**src/rtl/mem_burst_master_pkg.sv**
```systemverilog
// rtl/mem_burst_master_pkg.sv - shared state encoding and default widths for the burst master
package mem_burst_master_pkg;

    localparam int A_DEF = 12;
    localparam int M_DEF = 16;
    localparam int L_DEF = 4;

    typedef enum logic [1:0] {
        IDLE  = 2'd0,
        WRITE = 2'd1,
        READ  = 2'd2,
        DRAIN = 2'd3
    } state_t;

endpackage

```
**src/rtl/mem_burst_rd_buf.sv**
```systemverilog
// rtl/mem_burst_rd_buf.sv - single-entry registered read output with valid/ready hold
module mem_burst_rd_buf #(
    parameter int W = 16
) (
    input  logic         CLK,
    input  logic         RST_n,
    input  logic         load,
    input  logic [W-1:0] load_data,
    input  logic         rd_ready,
    output logic         rd_valid,
    output logic [W-1:0] rd_data
);

    // A load in the same cycle as a consume wins, so back-to-back words keep rd_valid high.
    always_ff @(posedge CLK or negedge RST_n) begin
        if (!RST_n) begin
            rd_valid <= 1'b0;
            rd_data  <= '0;
        end else if (load) begin
            rd_valid <= 1'b1;
            rd_data  <= load_data;
        end else if (rd_ready) begin
            rd_valid <= 1'b0;
        end
    end

endmodule

```
**src/rtl/mem_burst_master.sv**
```systemverilog
// rtl/mem_burst_master.sv - burst read/write initiator for a single-port word memory (optional BOUNDS_CHECK_EN)
module mem_burst_master
    import mem_burst_master_pkg::*;
#(
    parameter int A = A_DEF,
    parameter int m = M_DEF,
    parameter int L = L_DEF
) (
    input  logic         CLK,
    input  logic         RST_n,
    input  logic         req_valid,
    output logic         req_ready,
    input  logic         req_write,
    input  logic [A-1:0] req_addr,
    input  logic [L-1:0] req_len,
    input  logic [m-1:0] wr_data,
    input  logic         wr_valid,
    output logic         wr_ready,
    output logic [m-1:0] rd_data,
    output logic         rd_valid,
    input  logic         rd_ready,
    output logic         busy,
    output logic         done,
`ifdef BOUNDS_CHECK_EN
    output logic         err,
`endif
    output logic [A-1:0] mem_address,
    output logic [m-1:0] mem_data_in,
    output logic         mem_write_enable,
    output logic         mem_read_enable,
    input  logic [m-1:0] mem_data_out
);

    localparam logic [A-1:0] ADDR_ONE = {{(A-1){1'b0}}, 1'b1};
    localparam logic [L-1:0] CNT_ONE  = {{(L-1){1'b0}}, 1'b1};

    state_t       state, state_nxt;
    logic [A-1:0] cur_addr, addr_nxt;
    logic [L-1:0] cnt, cnt_nxt;
    logic         done_nxt;
    logic         issue;
    logic         err_nxt;

`ifdef BOUNDS_CHECK_EN
    logic [A:0] end_addr;
    logic       over;
    assign end_addr = {1'b0, req_addr} + (A+1)'(req_len);
    assign over     = end_addr[A];
`endif

    always_comb begin
        state_nxt        = state;
        addr_nxt         = cur_addr;
        cnt_nxt          = cnt;
        done_nxt         = 1'b0;
        err_nxt          = 1'b0;
        issue            = 1'b0;
        req_ready        = 1'b0;
        wr_ready         = 1'b0;
        mem_address      = '0;
        mem_data_in      = '0;
        mem_write_enable = 1'b0;
        mem_read_enable  = 1'b0;
        case (state)
            IDLE: begin
                req_ready = 1'b1;
                if (req_valid) begin
`ifdef BOUNDS_CHECK_EN
                    if (over) err_nxt = 1'b1;
                    else
`endif
                    begin
                        addr_nxt  = req_addr;
                        cnt_nxt   = req_len;
                        state_nxt = req_write ? WRITE : READ;
                    end
                end
            end
            WRITE: begin
                // Strobes follow wr_valid directly so memory commits on the handshake edge.
                wr_ready         = 1'b1;
                mem_address      = cur_addr;
                mem_data_in      = wr_data;
                mem_write_enable = wr_valid;
                if (wr_valid) begin
                    if (cnt == '0) begin
                        state_nxt = IDLE;
                        done_nxt  = 1'b1;
                    end else begin
                        cnt_nxt  = cnt - CNT_ONE;
                        addr_nxt = cur_addr + ADDR_ONE;
                    end
                end
            end
            READ: begin
                mem_read_enable = 1'b1;
                mem_address     = cur_addr;
                issue           = !rd_valid || rd_ready;
                if (issue) begin
                    if (cnt == '0) begin
                        state_nxt = DRAIN;
                    end else begin
                        cnt_nxt  = cnt - CNT_ONE;
                        addr_nxt = cur_addr + ADDR_ONE;
                    end
                end
            end
            DRAIN: begin
                if (rd_valid && rd_ready) begin
                    state_nxt = IDLE;
                    done_nxt  = 1'b1;
                end
            end
            default: state_nxt = IDLE;
        endcase
    end

    always_ff @(posedge CLK or negedge RST_n) begin
        if (!RST_n) begin
            state    <= IDLE;
            cur_addr <= '0;
            cnt      <= '0;
            done     <= 1'b0;
        end else begin
            state    <= state_nxt;
            cur_addr <= addr_nxt;
            cnt      <= cnt_nxt;
            done     <= done_nxt;
        end
    end

`ifdef BOUNDS_CHECK_EN
    always_ff @(posedge CLK or negedge RST_n) begin
        if (!RST_n) err <= 1'b0;
        else        err <= err_nxt;
    end
`else
    logic unused_err;
    assign unused_err = err_nxt;
`endif

    assign busy = (state != IDLE);

    mem_burst_rd_buf #(.W(m)) u_rd_buf (
        .CLK       (CLK),
        .RST_n     (RST_n),
        .load      (issue),
        .load_data (mem_data_out),
        .rd_ready  (rd_ready),
        .rd_valid  (rd_valid),
        .rd_data   (rd_data)
    );

endmodule

```
**config.mk**
```make
export PLATFORM = sky130hd
export DESIGN_NAME = mem_burst_master
export DESIGN_NICKNAME = d
export VERILOG_FILES = /design/src/rtl/mem_burst_master_pkg.sv /design/src/rtl/mem_burst_rd_buf.sv /design/src/rtl/mem_burst_master.sv
export SDC_FILE = /design/constraint.sdc
export NUM_CORES = 1
export LEC_CHECK = 0
export ABC_AREA = 1
export BUFFER_PORTS_ARGS = -buffer_cell sky130_fd_sc_hd__buf_2
export CORE_MARGIN = 2
export CORE_UTILIZATION = 49
export CTS_BUF_LIST = sky130_fd_sc_hd__clkbuf_4 sky130_fd_sc_hd__clkbuf_8
export CTS_CLUSTER_SIZE = 12
export DETAILED_ROUTE_END_ITERATION = 8
export PLACE_DENSITY = 0.83
export SYNTH_ARGS = -nofsm -noshare
export SYNTH_HDL_FRONTEND = slang
export SYNTH_SLANG_ARGS = --single-unit
export TNS_END_PERCENT = 1
```
**constraint.sdc**
```tcl
create_clock -name CLK -period 2.1 [get_ports CLK]
set_input_delay 0.42 -clock CLK [delete_from_list [all_inputs] [get_ports CLK]]
set_output_delay 0.42 -clock CLK [all_outputs]
set_load 0.02 [all_outputs]
```
==> impl_metrics.yaml, run 1 <==
setup_path:
  cp_cell_sequence: "inv_1, ha_4, buf_12, nand2_1, clkinv_1, buf_2"
  cpPeakStageDelay_ns: 0.45
  cp-start-kind: "flop"
  slowest_stage: "dfrtp_2"
  cp_data_arrival_time_ns: 1.60
  crit_type: "flop to output pin"
  critPathRequiredTime_ns: 1.68
  crit_path_max_fanout: 15
  worstSetupEndpointType: "output pin"
finish:
  fill_cells: 403
  fin_nets: 472
  drive_above_1_share: 0.4073
  antenna_cells: 0
  synthToLayoutAreaGrowth_pct: 29.98
route:
  vias: 2251
  viasPerCell: 4.719
  avgRoutedWirePerCell_um: 11.45
  drc: 0
  first_iter_violations: 206
  drt_wl_total_um: 5460
  antenna_left: 0
  firstDrtPassIters: 4
cts:
  clockRootBuffer: "clkbuf_8"
  cts_max_path_buffers: 2
  clock_sinks: 36
  cts_buffers: 5
  h-tree-depth: 2
  clk_latency_ns: 0.29
  tritoncts: "built"
  cts-hold-fix-buffers: 0
  clk_pin_slew_ns: 0.07
outcome:
  status: "complete, no violations"
die:
  core-area_um2: 4723
  num_io_pins: 105
  start_util: 0.5062
  die_w_um: 73.86
  die_y_um: 73.86
  num_rows: 25
  die-area_um2: 5455
power:
  powerDensity_nw_per_um2: 1664
  ir_worst_vdd_mv: 0.8924
  p_leak_nw: 1.912
  power_mw: 5.173
grt:
  grt_max_degree: 37
  grt_overflow: 0
  grt_pass1_vias: 2020
  grt_antenna_before_repair: 0
  grt_usage: 0.1951
  grt_first_pass_wirelength_um: 8418
timing:
  setup_viol: 0
  hold_ws_ns: 0.2253
  tns_ns: 0
  min_period_ns: 2.015
  period_share: 0.9597
  finClkSkew_ns: 0.007365
  slew_headroom: 0.4511
  rsz0062_at_grt: "no"
  fin_ws_ns: 0.08454
  hold_viol: 0
  slew_violations: 0
  fmax_mhz: 496.2
  worstMarginPinSlew_ns: 0.8233
place:
  gp_congestion: 0.8428
  hpwl_um: 4039
  pre_cts_slack_ns: 0.1849
  port-buffer-count: 104
synthesis:
  netlist_area_um2: 2391
  synth_area_per_cell_um2: 7.944
  syn_inst: 301
  ys_warn_count: 0
  syn_nets: 364
  synth.distinct_cells: 30
  synth-seq-cells: 36
  ys_seq_area_frac: 0.3768
flow_run:
  maxCapViolations: 0
min_path:
  worstHoldPathType: "primary input to asynchronous set/reset pin"
cell usage in the layout, fill, tap and decap left out:
cell type and instances:
nand3_4 1, nand2_1 99, dfrtp_2 1, a21boi_0 1, clkbuf_4 2, ha_1 7
nor2_1 10, a21oi_1 5, or2_2 1, mux2_2 7, buf_4 4, o21ai_1 7
dfrtp_1 35, nor2_4 2, o21ai_2 4, nand3_1 15, inv_2 8, nand4_4 1
clkinv_1 1, ha_4 2, mux2_4 9, clkbuf_8 6, inv_1 45, nand3_2 5
nand4_1 5, nor2_2 2, buf_12 1, buf_2 104, o21ai_0 13, nand2_4 2
nand2_2 3, nor2_8 1, clkbuf_16 1
path summary, 6_finish.rpt:
| kind | end | slack, ns | startpoint | cells after the start |
|---|---|---|---|---|
| min in group CLK | u_rd_buf.rd_data[1] | 0.36 | mem_data_out[1] | 2 |
| setup / recovery | mem_address[2] | 0.08 | state[0] | 6 |
| max in group asynchronous | state[0] | 1.30 | RST_n | 1 |
| hold reg to reg | u_rd_buf.rd_data[1] | 0.50 | u_rd_buf.rd_data[1] | 1 |
| setup reg to reg | cur_addr[7] | 0.32 | state[0] | 9 |
| hold / removal | cur_addr[7] | 0.23 | RST_n | 1 |
cells in the mapped netlist (all sizes together):
cell      n  share of area
a21boi    1         0.0031
a21oi     5          0.010
buf       8          0.035
clkbuf    1         0.0016
clkinv    1         0.0016
dfrtp    36           0.38
ha        9          0.047
inv      53          0.083
mux2     16          0.089
nand2   104           0.17
nand3    21          0.060
nand4     6          0.022
nor2     15          0.039
o21ai    24          0.057
or2       1         0.0026
state kept, by name (all words and copies together) (netlist names):
register	cells
state	2
cnt	4
done	1
u_rd_buf.rd_data	16
u_rd_buf.rd_valid	1
cur_addr	12
report_power, final:
group / switching (mW) / leakage (nW) / internal (mW)
combinational: 1.99 / 1.42 / 1.33
sequential: 0.272 / 0.437 / 1.05
clock: 0.238 / 0.0523 / 0.293
through the flow:
step           std cells  area [µm²]    util
3_5_place_dp         465        2937  0.6217
3_3_place_gp         465        2937  0.6217
4_1_cts              473        3038  0.6432
5_1_grt              477        3108  0.6580
2_1_floorplan        301        2391       -
6_report             477        3108  0.6580
cells by family (layout without fill, tap and decap cells):
logic type | Yosys count | after routing | share of synthesized area
AOI/OAI and AO/OA | 30 | 30 | 0.07012
adders and majority gates | 9 | 9 | 0.04710
buffers and inverters | 63 | 172 | 0.1209
DFF | 36 | 36 | 0.3768
muxes | 16 | 16 | 0.08948
and+or+nand+nor | 147 | 147 | 0.2957
layer usage:
metal / GRT usage / vias up / routed length [µm]
met5: 0 / - / 0
met4: 0.06061 / 0 / 95
met3: 0.04252 / 9 / 246
met2: 0.3313 / 69 / 2742
met1: 0.2468 / 1026 / 2376
li1: - / 1147 / -
worst max-delay path, delay by kind of cell (launching register included):
family / cells / cell delay [ns]
buffers and inverters: 4 / 0.55
flip-flops: 1 / 0.45
adder cells (fa/ha/maj): 1 / 0.25
AND/OR/NAND/NOR: 1 / 0.06
final cells by class:
type / instances / area, µm² / share of cell area
Sequential cell: 36 / 902.1 / 0.2903
Inverter: 54 / 202.7 / 0.06522
Tap cell: 67 / 83.83 / 0.02697
Timing Repair Buffer: 110 / 595.6 / 0.1916
Multi-Input combinational cell: 202 / 1226 / 0.3945
Clock buffer: 8 / 97.59 / 0.03140
timing repair:
item / 4_1_cts / 5_1_grt
setup buffers: 0 / 3
setup endpoints to repair: 20 / 29
resized for setup: 2 / 4
gates cloned: 0 / 1
Power figures use the tool's default switching activity.
==> run 2: changes to the inputs <==
--- a/config.mk
+++ b/config.mk
@@ -5,14 +5,13 @@
 export SDC_FILE = /design/constraint.sdc
 export NUM_CORES = 1
 export LEC_CHECK = 0
-export ABC_AREA = 1
 export BUFFER_PORTS_ARGS = -buffer_cell sky130_fd_sc_hd__buf_2
 export CORE_MARGIN = 2
-export CORE_UTILIZATION = 49
+export CORE_UTILIZATION = 48
 export CTS_BUF_LIST = sky130_fd_sc_hd__clkbuf_4 sky130_fd_sc_hd__clkbuf_8
 export CTS_CLUSTER_SIZE = 12
 export DETAILED_ROUTE_END_ITERATION = 8
-export PLACE_DENSITY = 0.83
+export PLACE_DENSITY = 0.84
 export SYNTH_ARGS = -nofsm -noshare
 export SYNTH_HDL_FRONTEND = slang
 export SYNTH_SLANG_ARGS = --single-unit
==> impl_metrics.yaml, run 2 <==
setup_path:
  crit_type: "flop to flop"
  worstSetupEndpointType: "flop"
  cp-start-kind: "flop"
  crit_buf_inv: 1
  crit_path_max_fanout: 9
  cp_data_arrival_time_ns: 2.30
  crit_family: "simple AND/OR/NAND/NOR gates"
  slowest_stage: "or4_4"
  cp_cell_sequence: "inv_2, ha_4, nor2b_4, or4_4, or4_1, nand4_1"
  critPathRequiredTime_ns: 2.33
  cpPeakStageDelay_ns: 0.58
flow_run:
  maxCapViolations: 0
finish:
  drive_above_1_share: 0.4655
  fin_nets: 395
  largest_reg_flops: 16
  layout_common_cells: "buf_2, dfrtp_1, and2_1, mux2_2"
  multiInputGateArea_um2: 1247
  largest_registers: "u_rd_buf.rd_data x16, cur_addr x12, cnt x4"
  regArea_um2: 903.4
  regMostFlops: "u_rd_buf.rd_data"
  synthToLayoutAreaGrowth_pct: 35.25
  fill_cells: 359
  final_common_cell: "buf_2"
die:
  die_w_um: 71.39
  die-area_um2: 5096
  num_io_pins: 105
  num_rows: 24
  start_util: 0.5006
  core-area_um2: 4354
  die_y_um: 71.39
route:
  avgRoutedWirePerCell_um: 14.53
  drc: 0
  drt_wl_total_um: 5608
  vias: 2155
  viasPerCell: 5.583
  first_iter_violations: 136
  antenna_left: 0
  firstDrtPassIters: 4
grt:
  grt_max_degree: 37
  grt_first_pass_wirelength_um: 8811
  grt_usage: 0.2179
  grt_overflow: 0
  grt_pass1_vias: 1966
  grt_antenna_before_repair: 0
synthesis:
  synth-seq-cells: 36
  syn_inst: 222
  syn_nets: 285
  netlist.area_leader.share: 0.4133
  synth_area_per_cell_um2: 9.818
  synth_top_cell_by_area: "dfrtp_1"
  synth-main-ff-cell: "dfrtp_1"
  ys_warn_count: 0
  synth.distinct_cells: 40
  synthArstFlopShare: 1.000
  synthTopCellsByCount: "dfrtp_1, and2_1, mux2_2, nand2_1, o21ai_0"
  netlist_area_um2: 2180
  synth_edf_count: 0
  ys_seq_area_frac: 0.4133
  synth.most_common_cell: "dfrtp_1"
  synth.area.top_cells: "dfrtp_1, mux2_2, and2_1, ha_1, a31oi_1"
power:
  ir_worst_vdd_mv: 1.123
  powerDensity_nw_per_um2: 1788
  p_leak_nw: 1.465
cts:
  clk_latency_ns: 0.29
  cts_max_path_buffers: 2
  tritoncts: "built"
  clockRootBuffer: "clkbuf_8"
  clk_pin_slew_ns: 0.07
  cts_buffers: 5
  h-tree-depth: 2
  clock_sinks: 36
  cts-hold-fix-buffers: 0
timing:
  worstMarginPinSlew_ns: 0.7800
  slew_violations: 0
  hold_ws_ns: 0.2062
  tns_ns: 0
  finClkSkew_ns: 0.008379
  fmax_mhz: 483.0
  min_period_ns: 2.070
  period_share: 0.9859
  slew_headroom: 0.4800
  setup_viol: 0
  hold_viol: 0
  rsz0062_at_grt: "yes"
place:
  port-buffer-count: 104
  hpwl_um: 4058
  gp_congestion: 0.8513
min_path:
  worstHoldPathType: "primary input to asynchronous set/reset pin"
outcome:
  status: "complete, no violations"
run 2: worst paths after layout:
kind                                          start                   to  slack [ns]  depth (start not counted)
worst max-delay path                       state[0]          cur_addr[9]        0.03                          6
worst max register to register             state[0]          cur_addr[9]        0.03                          6
min in group CLK                    mem_data_out[6]  u_rd_buf.rd_data[6]        0.36                          2
worst min register to register  u_rd_buf.rd_data[2]  u_rd_buf.rd_data[2]        0.50                          1
max in group asynchronous                     RST_n             state[0]        1.35                          1
worst min-delay path                          RST_n  u_rd_buf.rd_data[0]        0.21                          1
run 2: layer usage:
metal | part of all wire | GRT usage
met1 | 0.44 | 0.3005
met2 | 0.47 | 0.3436
met3 | 0.080 | 0.04501
met4 | 0.010 | 0.07547
met5 | 0 | 0
run 2: logic make-up (layout without fill, tap and decap cells):
kind of cell | after synthesis | in the layout | share of synthesized area
compound gates | 47 | 47 | 0.1498
fa+ha+maj | 9 | 9 | 0.05167
buf+inv | 18 | 129 | 0.03444
flops | 36 | 36 | 0.4133
mux | 21 | 21 | 0.1068
other cells | 0 | 1 | 0
simple gates | 91 | 91 | 0.2440
run 2: metrics by stage:
stage	setup slack [ns]	area, µm²	power [mW]	util	std cells
6_report	0.02956	2948	5.271	0.6770	386
5_1_grt	-0.01737	2945	5.649	0.6764	385
4_1_cts	0.03653	2937	5.262	0.6744	385
3_5_place_dp	-0.002159	2811	4.553	0.6457	376
3_3_place_gp	0.05345	2811	4.468	0.6457	376
2_1_floorplan	-0.001908	2216	3.625	-	222
run 2: report_power, final:
group	total, mW	internal (mW)	switching (mW)
registers	1.39	1.06	0.329
logic	3.27	1.40	1.87
clock network	0.612	0.365	0.247
total	5.27	2.83	2.45
run 2: cell type report:
| cell class | instances | share of cell area |
|---|---|---|
| diodes | 1 | 0.0008489 |
| clock inverters | 2 | 0.01188 |
| multi-input cells | 168 | 0.4232 |
| well taps | 52 | 0.02207 |
| flip-flops and latches | 36 | 0.3065 |
| inverters | 9 | 0.01146 |
| repair buffers | 112 | 0.1982 |
| clock buffers | 6 | 0.02589 |
run 2: what timing repair did:
| action | in CTS | in global routing |
|---|---|---|
| gates resized for setup | 2 | 2 |
| pin swaps | 1 | 1 |
| buffers inserted | 1 | 0 |
| gates cloned | 0 | 0 |
| endpoints found under the setup margin | 14 | 4 |
==> run 3: changes to the inputs <==
--- a/config.mk
+++ b/config.mk
@@ -6,12 +6,13 @@
 export NUM_CORES = 1
 export LEC_CHECK = 0
 export BUFFER_PORTS_ARGS = -buffer_cell sky130_fd_sc_hd__buf_2
+export CAP_MARGIN = 10
 export CORE_MARGIN = 2
 export CORE_UTILIZATION = 48
 export CTS_BUF_LIST = sky130_fd_sc_hd__clkbuf_4 sky130_fd_sc_hd__clkbuf_8
 export CTS_CLUSTER_SIZE = 12
 export DETAILED_ROUTE_END_ITERATION = 8
-export PLACE_DENSITY = 0.84
+export PLACE_DENSITY = 0.83
 export SYNTH_ARGS = -nofsm -noshare
 export SYNTH_HDL_FRONTEND = slang
 export SYNTH_SLANG_ARGS = --single-unit
==> impl_metrics.yaml, run 3 (same netlist as run 2, synthesis figures left out) <==
setup_path:
  r2r_cells: 6
  worstSetupEndpointType: "flop"
  reg2reg_slack_ns: 0.02
  cp_data_arrival_time_ns: 2.31
  crit_path_max_fanout: 8
  crit_type: "flop to flop"
  regToRegStartpoint: "state[1]"
  crit_path_end: "cur_addr[6]"
  cpPeakStageDelay_ns: 0.58
  cp-start-kind: "flop"
  slowest_stage: "or4_4"
  critPathRequiredTime_ns: 2.33
  r2r_end: "cur_addr[6]"
  cp_cell_sequence: "inv_4, ha_2, nor2b_4, or4_4, or4_1, nand3_1"
  startpoint: "state[1]"
die:
  die_y_um: 71.39
  die-area_um2: 5096
  start_util: 0.5006
  die_w_um: 71.39
  num_rows: 24
  core-area_um2: 4354
  num_io_pins: 105
power:
  power.share.switching: 0.4673
  internal_power_mw: 2.852
  p_leak_nw: 1.479
  pwr-share-seq: 0.260
  pwr-share-clk: 0.114
  ir_worst_vdd_mv: 0.8883
  p_comb_frac: 0.626
  switchingPower_mw: 2.502
  powerDensity_nw_per_um2: 1803
finish:
  synthToLayoutAreaGrowth_pct: 36.22
  fill_cells: 355
  postLayoutCoreUtil: 0.6819
  final_common_cell: "buf_2"
  antenna_cells: 0
  multiInputGateArea_um2: 1242
  final_cells: 389
  drive_above_1_share: 0.4688
  regMostFlops: "u_rd_buf.rd_data"
  fin_nets: 399
  regArea_um2: 903.4
  largest_registers: "u_rd_buf.rd_data x16, cur_addr x12, cnt x4"
  largest_reg_flops: 16
  layout_common_cells: "buf_2, dfrtp_1, and2_1, mux2_2"
cts:
  cts_max_path_buffers: 2
  tritoncts: "built"
  clockRootBuffer: "clkbuf_8"
  clock_sinks: 36
  h-tree-depth: 2
  clk_latency_ns: 0.29
  clk_pin_slew_ns: 0.08
  cts_buffers: 5
place:
  gp_congestion: 0.8482
  port-buffer-count: 104
  dp.cells: 378
  pre_cts_slack_ns: -0.0009255
  hpwl_um: 4116
route:
  vias: 2160
  drc: 0
  antenna_left: 0
  firstDrtPassIters: 5
  avgRoutedWirePerCell_um: 14.96
  first_iter_violations: 134
  viasPerCell: 5.553
  drt_wl_total_um: 5821
timing:
  slew_headroom: 0.4476
  slew_violations: 0
  fmax_mhz: 481.1
  setup_viol: 0
  period_share: 0.9897
  worstMarginPinSlew_ns: 0.8286
  fin_ws_ns: 0.02157
  hold_viol: 0
  finClkSkew_ns: 0.006134
  min_period_ns: 2.078
outcome:
  status: "complete, no violations"
grt:
  grt_antenna_before_repair: 0
  grt_max_degree: 37
  grt_pass1_vias: 1973
  grt_usage: 0.2239
  grt_first_pass_wirelength_um: 9156
  grt_overflow: 0
flow_run:
  maxCapViolations: 0
min_path:
  worstHoldPathType: "primary input to asynchronous set/reset pin"
-- run 3: what timing repair did --
| item | CTS | global route |
|---|---|---|
| resized for setup | 2 | 2 |
| hold buffers | 0 | 0 |
| setup endpoints to repair | 9 | 2 |
| hold endpoints to repair | 0 | 0 |
| pin swaps | 1 | 2 |
| buffers inserted | 1 | 2 |
-- run 3: per-layer routing --
layer,track usage,vias to the layer above,part of all wire
met3,0.04923,7,0.083
met5,0,-,0
met1,0.2978,1015,0.43
met2,0.3714,102,0.48
met4,0.05870,0,0.0082
li1,-,1036,-
-- run 3: final cells by class --
type	instances	area share
timing repair buffer	116	0.2056
sequential	36	0.3043
clock buffer	5	0.02318
tap	52	0.02191
clock inverter	3	0.01433
multi-input combinational	168	0.4185
inverter	9	0.01222
-- run 3: how the worst min path moves through the flow --
stage	end	start	slack, ns	cells past startpoint
after floorplan	cnt[0]	RST_n	0.12	0
after global placement	u_rd_buf.rd_data[7]	u_rd_buf.rd_data[7]	0.48	1
after detailed placement	u_rd_buf.rd_data[7]	u_rd_buf.rd_data[7]	0.49	1
after CTS	u_rd_buf.rd_data[13]	RST_n	0.24	1
after global routing	u_rd_buf.rd_data[12]	RST_n	0.29	1
final	u_rd_buf.rd_data[13]	RST_n	0.23	1
-- run 3: critical path, delay by kind of cell (launching register included) --
| family | cells | cell delay, ns |
|---|---|---|
| fa+ha+maj | 1 | 0.17 |
| buf+inv | 1 | 0.07 |
| flops | 1 | 0.45 |
| simple gates | 4 | 1.33 |
-- run 3: power by group through the flow --
| stage | sequential [mW] | clock, mW | combinational [mW] |
|---|---|---|---|
| after global placement | 1.36 | 0 | 3.16 |
| after floorplan | 1.53 | 0 | 2.09 |
| after detailed placement | 1.38 | 0 | 3.24 |
| final | 1.39 | 0.611 | 3.35 |
| after CTS | 1.38 | 0.625 | 3.30 |
| after global routing | 1.45 | 0.657 | 3.62 |
-- run 3: per-stage QoR --
step	TNS (ns)	instance area, µm²	hold slack, ns	total power, mW
final	0	2969	0.2261	5.354
after global routing	-0.03682	2969	0.2927	5.729
after CTS	0	2948	0.2407	5.307
after detailed placement	-0.0009255	2826	0.4869	4.629
after global placement	0	2826	0.4824	4.522
after floorplan	-0.001908	2216	0.1244	3.625
